--- src/rtl/glitch_seq.sv ---
// rtl/glitch_seq.sv - multi-pulse glitch sequencer driving the VCC select switch
module glitch_seq #(
    parameter int DELAY_W        = 16,
    parameter int WIDTH_W        = 8,
    parameter int GAP_W          = 16,
    parameter int MAX_PULSES     = 4,
    parameter int OUT_ACTIVE_LOW = 0,
    localparam int CNT_W         = $clog2(MAX_PULSES + 1)
) (
    input  logic               clk,
    input  logic               rst_n,
    input  logic               arm,
    input  logic               abort,
    input  logic               trig_sel,
    input  logic               trigger,
    input  logic [DELAY_W-1:0] delay_in,
    input  logic [WIDTH_W-1:0] width_in,
    input  logic [GAP_W-1:0]   gap_in,
    input  logic [CNT_W-1:0]   count_in,
    output logic               glitch_out,
    output logic               busy,
    output logic               armed,
    output logic               done
);

    localparam int CW_A = (DELAY_W > WIDTH_W) ? DELAY_W : WIDTH_W;
    localparam int CW   = (CW_A > GAP_W) ? CW_A : GAP_W;
    localparam logic INV = (OUT_ACTIVE_LOW != 0);

    localparam logic [2:0] S_IDLE  = 3'd0;
    localparam logic [2:0] S_ARMED = 3'd1;
    localparam logic [2:0] S_DELAY = 3'd2;
    localparam logic [2:0] S_PULSE = 3'd3;
    localparam logic [2:0] S_GAP   = 3'd4;

    logic [2:0]         state_q, state_d;
    logic [CW-1:0]      cnt_q, cnt_d;
    logic [DELAY_W-1:0] delay_q, delay_d;
    logic [WIDTH_W-1:0] width_q, width_d;
    logic [GAP_W-1:0]   gap_q, gap_d;
    logic [CNT_W-1:0]   rem_q, rem_d;
    logic               glitch_q, glitch_d;
    logic               done_q, done_d;
    logic [2:0]         sync_q;
    logic               rise;

    // Two synchroniser stages plus an edge flop; runs regardless of state.
    always_ff @(posedge clk or negedge rst_n) begin
        if (!rst_n) begin
            sync_q <= '0;
        end else begin
            sync_q <= {sync_q[1:0], trigger};
        end
    end

    assign rise = sync_q[1] & ~sync_q[2];

    always_comb begin
        state_d  = state_q;
        cnt_d    = cnt_q;
        delay_d  = delay_q;
        width_d  = width_q;
        gap_d    = gap_q;
        rem_d    = rem_q;
        glitch_d = glitch_q;
        done_d   = 1'b0;
        if (abort) begin
            state_d  = S_IDLE;
            glitch_d = 1'b0;
        end else begin
            case (state_q)
                S_IDLE: begin
                    if (arm && (count_in != '0)) begin
                        delay_d = delay_in;
                        // Zero width/gap are stored as one cycle so the counters never underflow.
                        width_d = (width_in == '0) ? WIDTH_W'(1) : width_in;
                        gap_d   = (gap_in == '0) ? GAP_W'(1) : gap_in;
                        rem_d   = (count_in > CNT_W'(MAX_PULSES)) ? CNT_W'(MAX_PULSES) : count_in;
                        if (trig_sel) begin
                            state_d = S_DELAY;
                            cnt_d   = CW'(delay_in);
                        end else begin
                            state_d = S_ARMED;
                        end
                    end
                end
                S_ARMED: begin
                    if (rise) begin
                        state_d = S_DELAY;
                        cnt_d   = CW'(delay_q);
                    end
                end
                S_DELAY: begin
                    if (cnt_q == '0) begin
                        state_d  = S_PULSE;
                        glitch_d = 1'b1;
                        cnt_d    = CW'(width_q) - CW'(1);
                    end else begin
                        cnt_d = cnt_q - CW'(1);
                    end
                end
                S_PULSE: begin
                    if (cnt_q == '0) begin
                        glitch_d = 1'b0;
                        if (rem_q > CNT_W'(1)) begin
                            state_d = S_GAP;
                            rem_d   = rem_q - CNT_W'(1);
                            cnt_d   = CW'(gap_q) - CW'(1);
                        end else begin
                            state_d = S_IDLE;
                            done_d  = 1'b1;
                        end
                    end else begin
                        cnt_d = cnt_q - CW'(1);
                    end
                end
                S_GAP: begin
                    if (cnt_q == '0) begin
                        state_d  = S_PULSE;
                        glitch_d = 1'b1;
                        cnt_d    = CW'(width_q) - CW'(1);
                    end else begin
                        cnt_d = cnt_q - CW'(1);
                    end
                end
                default: begin
                    state_d  = S_IDLE;
                    glitch_d = 1'b0;
                end
            endcase
        end
    end

    always_ff @(posedge clk or negedge rst_n) begin
        if (!rst_n) begin
            state_q  <= S_IDLE;
            cnt_q    <= '0;
            delay_q  <= '0;
            width_q  <= '0;
            gap_q    <= '0;
            rem_q    <= '0;
            glitch_q <= 1'b0;
            done_q   <= 1'b0;
        end else begin
            state_q  <= state_d;
            cnt_q    <= cnt_d;
            delay_q  <= delay_d;
            width_q  <= width_d;
            gap_q    <= gap_d;
            rem_q    <= rem_d;
            glitch_q <= glitch_d;
            done_q   <= done_d;
        end
    end

    assign glitch_out = glitch_q ^ INV;
    assign busy       = (state_q != S_IDLE);
    assign armed      = (state_q == S_ARMED);
    assign done       = done_q;

endmodule

--- config.mk ---
export PLATFORM = sky130hd
export DESIGN_NAME = glitch_seq
export DESIGN_NICKNAME = d
export VERILOG_FILES = /design/src/rtl/glitch_seq.sv
export SDC_FILE = /design/constraint.sdc
export NUM_CORES = 1
export LEC_CHECK = 0
export BUFFER_PORTS_ARGS = -buffer_cell sky130_fd_sc_hd__buf_2
export CAP_MARGIN = 30
export CORE_AREA = 2 2 109 111
export CTS_CLUSTER_DIAMETER = 120
export DETAILED_ROUTE_END_ITERATION = 12
export DIE_AREA = 0 0 111 113
export SETUP_SLACK_MARGIN = 0.15
export SYNTH_ARGS = -nofsm -noshare
export SYNTH_HDL_FRONTEND = slang
export SYNTH_SLANG_ARGS = --single-unit
--- constraint.sdc ---
create_clock -name clk -period 1.9 [get_ports clk]
set_input_delay 0.285 -clock clk [delete_from_list [all_inputs] [get_ports clk]]
set_output_delay 0.285 -clock clk [all_outputs]
set_load 0.01 [all_outputs]
==> flow_summary.json <==
{
  "status": "complete, but fails checks",
  "failed_checks": "negative setup slack",
  "die_area_sq_um": 12540,
  "via_count_of_the_first_global_routing_pass": 4666,
  "worst_setup_path_startpoint": "gap_q[8]$_DFFE_PN0P_",
  "critical_path_arrival_ns": 2.35,
  "num_vias": 4707,
  "slew_headroom_pct": 65.26,
  "postSynthNetCount": 511,
  "netSwitchingFraction_pct": 41.80,
  "finClkSkew_ns": 0.005887,
  "fin_area_sq_um": 7391,
  "cp.buffers_inverters": 1,
  "critical_path.endpoint_type": "register",
  "hold_path.class": "input port to register",
  "path_class": "register to register",
  "synthesized_area_divided_by_synthesized_cell_count_sq_um": 9.027,
  "drt-initial-drc-count": 348,
  "final_hold_viol_count": 0,
  "htree_num_levels": 3,
  "layout.filler_cells": 779,
  "grt.met2_usage_pct": 41.72,
  "drt-wirelength-per-cell_microns": 20.63,
  "die-height_microns": 113,
  "post_route_drc": 0,
  "clockPowerShare_pct": 13.1,
  "route.detailed.vias_per_inst": 5.754,
  "synth_top_area_share_pct": 40.73,
  "grt_busiest_layer": "met2",
  "grt_max_degree": 68,
  "synth.area.top_cells": "dfrtp_1 (41%), mux2_2 (7.4%), o21ai_0 (5.3%)",
  "largest_incremental_delay_on_the_critical_path_ns": 0.43,
  "tritoncts.num_buffers": 9,
  "globalRouteTotalUtil_pct": 24.43,
  "clkTransAtPathRegs_ns": 0.06,
  "port_buffers": 52,
  "final_min_period_over_clock_period_pct": 111.7,
  "worst_r2r_path_depth": 7,
  "hold_path_end": "sync_q[0]$_DFF_PN0_",
  "antenna_found_initial": 0,
  "gp_routability_congestion": 0.9673,
  "groute.layer.met1.usage_pct": 30.02,
  "cts_num_sinks": 67,
  "p_switching_uw": 5204,
  "crit_path_max_delay_cell_type": "or4_4",
  "r2r_end": "cnt_q[14]$_DFFE_PN0P_",
  "power.density_nw_per_um2": 1685,
  "worst_hold_path.num_cells": 1,
  "detailed_place.area_sq_um": 5358,
  "p_comb_share_pct": 64.6,
  "worstPathCellList": "or3_4 -> or4_4 -> buf_4 -> and2b_1 -> xor2_1 -> a211oi_1 -> o31ai_2",
  "diodes": 0,
  "critical_path_cell_count": 7,
  "syn_to_final_growth_pct": 79.54,
  "drt_pass1_iterations": 10,
  "worst_setup_path_start_kind": "register",
  "internal-power_uw": 7246,
  "floorplan.io_pins": 53,
  "max-cap-violations": 0,
  "initial_utilization_pct": 36.52,
  "gr-usage-met3_pct": 4.821,
  "dieWidth_microns": 111,
  "number_of_enable_type_register_cells_in_the_synthesized_netlist": 0,
  "core_box_area_sq_um": 11270,
  "rsz_0062_raised_after_global_routing": "true",
  "place_inst": 738,
  "global_route_wire_length_before_repair_microns": 24140,
  "sequentialPowerShare_pct": 22.2,
  "critical_path.top_delay_family": "simple AND/OR/NAND/NOR gates",
  "row_count": 39,
  "clk_root_buffer_cell": "clkbuf_16",
  "netlist-cell-type-count": 61,
  "yosys_most_used_dff": "dfrtp_1",
  "min_from": "trigger",
  "hpwl_microns": 9434,
  "critPathRequiredTime_ns": 2.13,
  "finalCriticalPeriod_ns": 2.122,
  "final_cell_mix": "buf_4 (132), dfrtp_1 (59), buf_2 (50), nand2_1 (27)",
  "mostFrequentLayoutCell": "buf_4",
  "netlist_area_sq_um": 4116,
  "clock.fmax_mhz": 471.3,
  "clock_tree.buffer_depth": 2,
  "synthCells": 456,
  "r2r_setup_slack_ns": -0.22,
  "yosys_warnings": 0,
  "ys_ff_latch": 67,
  "setup_viol_count_final": 18,
  "crit_fanout": 2,
  "wirelength_microns": 16870,
  "worstMarginPinSlew_ns": 0.5163,
  "synth.yosys.seq_area_share_pct": 40.73,
  "timing.hold.ws_ns": 0.05066,
  "synth_async_sr_flop_share_pct": 100.0,
  "antenna_violating_nets_post_route": 0,
  "finalWorstSetupSlack_ns": -0.2217,
  "cts_tree": "done",
  "fin_nets": 725,
  "leakage_uw": 0.003167,
  "finalMaxSlewViolations": 0,
  "insertion_delay_ns": 0.34,
  "sum_of_overflow_across_all_layers_after_global_routing": 0,
  "layoutNonFillerInstCount": 818,
  "netlist.top_cell.by_area": "dfrtp_1",
  "worst_ir_drop_vdd_uv": 841.2,
  "post_route_cells_drive_above_1_share_pct": 61.48,
  "timing.rr.start": "gap_q[8]$_DFFE_PN0P_"
}
==> sequential cells by signal, indices dropped and copies added, names as in the netlist <==
signal and flops:
done 1, state_q 3, cnt_q 16, rem_q 3
delay_q 16, glitch_out 1, sync_q 3, gap_q 16
width_q 8
==> logic make-up (layout without fill, tap and decap cells) <==
group / Yosys count / after routing / share of synthesized area [%]
AOI/OAI and AO/OA: 133 / 133 / 20.58
xor gates and xnor gates: 23 / 23 / 4.894
adders and majority gates: 6 / 6 / 1.824
buffers and inverters: 49 / 268 / 4.985
DFF: 67 / 67 / 40.73
muxes: 27 / 27 / 7.386
and+or+nand+nor: 151 / 151 / 19.61
==> area by class of cell <==
class | instances | area [sq um] | area share [%]
clock buffer | 13 | 260.3 | 3.521
timing repair buffer | 230 | 2017 | 27.29
inverter | 22 | 85.08 | 1.151
clock inverter | 3 | 22.52 | 0.3047
tap | 143 | 178.9 | 2.421
multi-input combinational | 340 | 3141 | 42.49
sequential | 67 | 1687 | 22.82
==> cell usage after synthesis (all sizes together) (2+ instances only) <==
master   n
nand3b   3
a221oi   4
o21a     2
nor3b    4
a21oi   27
nand3    9
ha       6
o21ai   46
nor4    13
inv     22
nand4    4
a211o    2
nor3     8
nor2    34
a31oi    2
xor2    10
clkbuf  17
o31a     2
o221ai   3
a22o     2
xnor2   13
nor4b    3
nand4b   2
or2      4
buf     10
nand2   40
or4      9
o31ai   13
o41ai    2
and2     3
a311oi   2
a22oi    2
a211oi   5
o22ai    8
nor2b    5
a21o     2
dfrtp   67
mux2    27
or3      5
==> layer usage <==
metal / vias to the layer above / routed length [microns]
met5: - / 0
met4: 0 / 730
met3: 67 / 938
met2: 202 / 8378
met1: 2320 / 6827
li1: 2118 / -
==> metrics by stage <==
step	TNS [ns]	power, uW	util, %	setup WS [ns]
global placement	-1.971	7449	47.53	-0.1761
global route	-3.630	13040	65.57	-0.2907
detailed placement	-3.194	7565	47.53	-0.2551
finish	-2.156	12450	65.57	-0.2217
floorplan	-0.6508	5279	-	-0.1707
CTS	-0.8280	10970	59.37	-0.1974
==> worst max-delay path by stage <==
| stage | to | slack, ns |
|---|---|---|
| 6_report | cnt_q[14]$_DFFE_PN0P_ | -0.22 |
| 3_3_place_gp | cnt_q[14]$_DFFE_PN0P_ | -0.18 |
| 4_1_cts | cnt_q[15]$_DFFE_PN0P_ | -0.20 |
| 5_1_grt | cnt_q[9]$_DFFE_PN0P_ | -0.29 |
| 3_5_place_dp | cnt_q[9]$_DFFE_PN0P_ | -0.26 |
| 2_1_floorplan | cnt_q[14]$_DFFE_PN0P_ | -0.17 |
==> power groups by stage <==
stage,Sequential [uW],Clock [uW],Combinational [uW]
2_1_floorplan,2530,0,2750
3_3_place_gp,2600,0,4850
3_5_place_dp,2620,0,4950
4_1_cts,2660,1630,6690
5_1_grt,2840,1690,8510
6_report,2770,1630,8050
==> what timing repair did <==
action / in CTS / in global routing
pin swaps: 50 / 44
resized for setup: 153 / 116
hold buffers: 1 / 0
endpoints found under the setup margin: 61 / 62
hold endpoints to repair: 67 / 0
setup buffers: 32 / 19
cloned: 6 / 6
No activity file was read; power rests on OpenSTA's default activity.
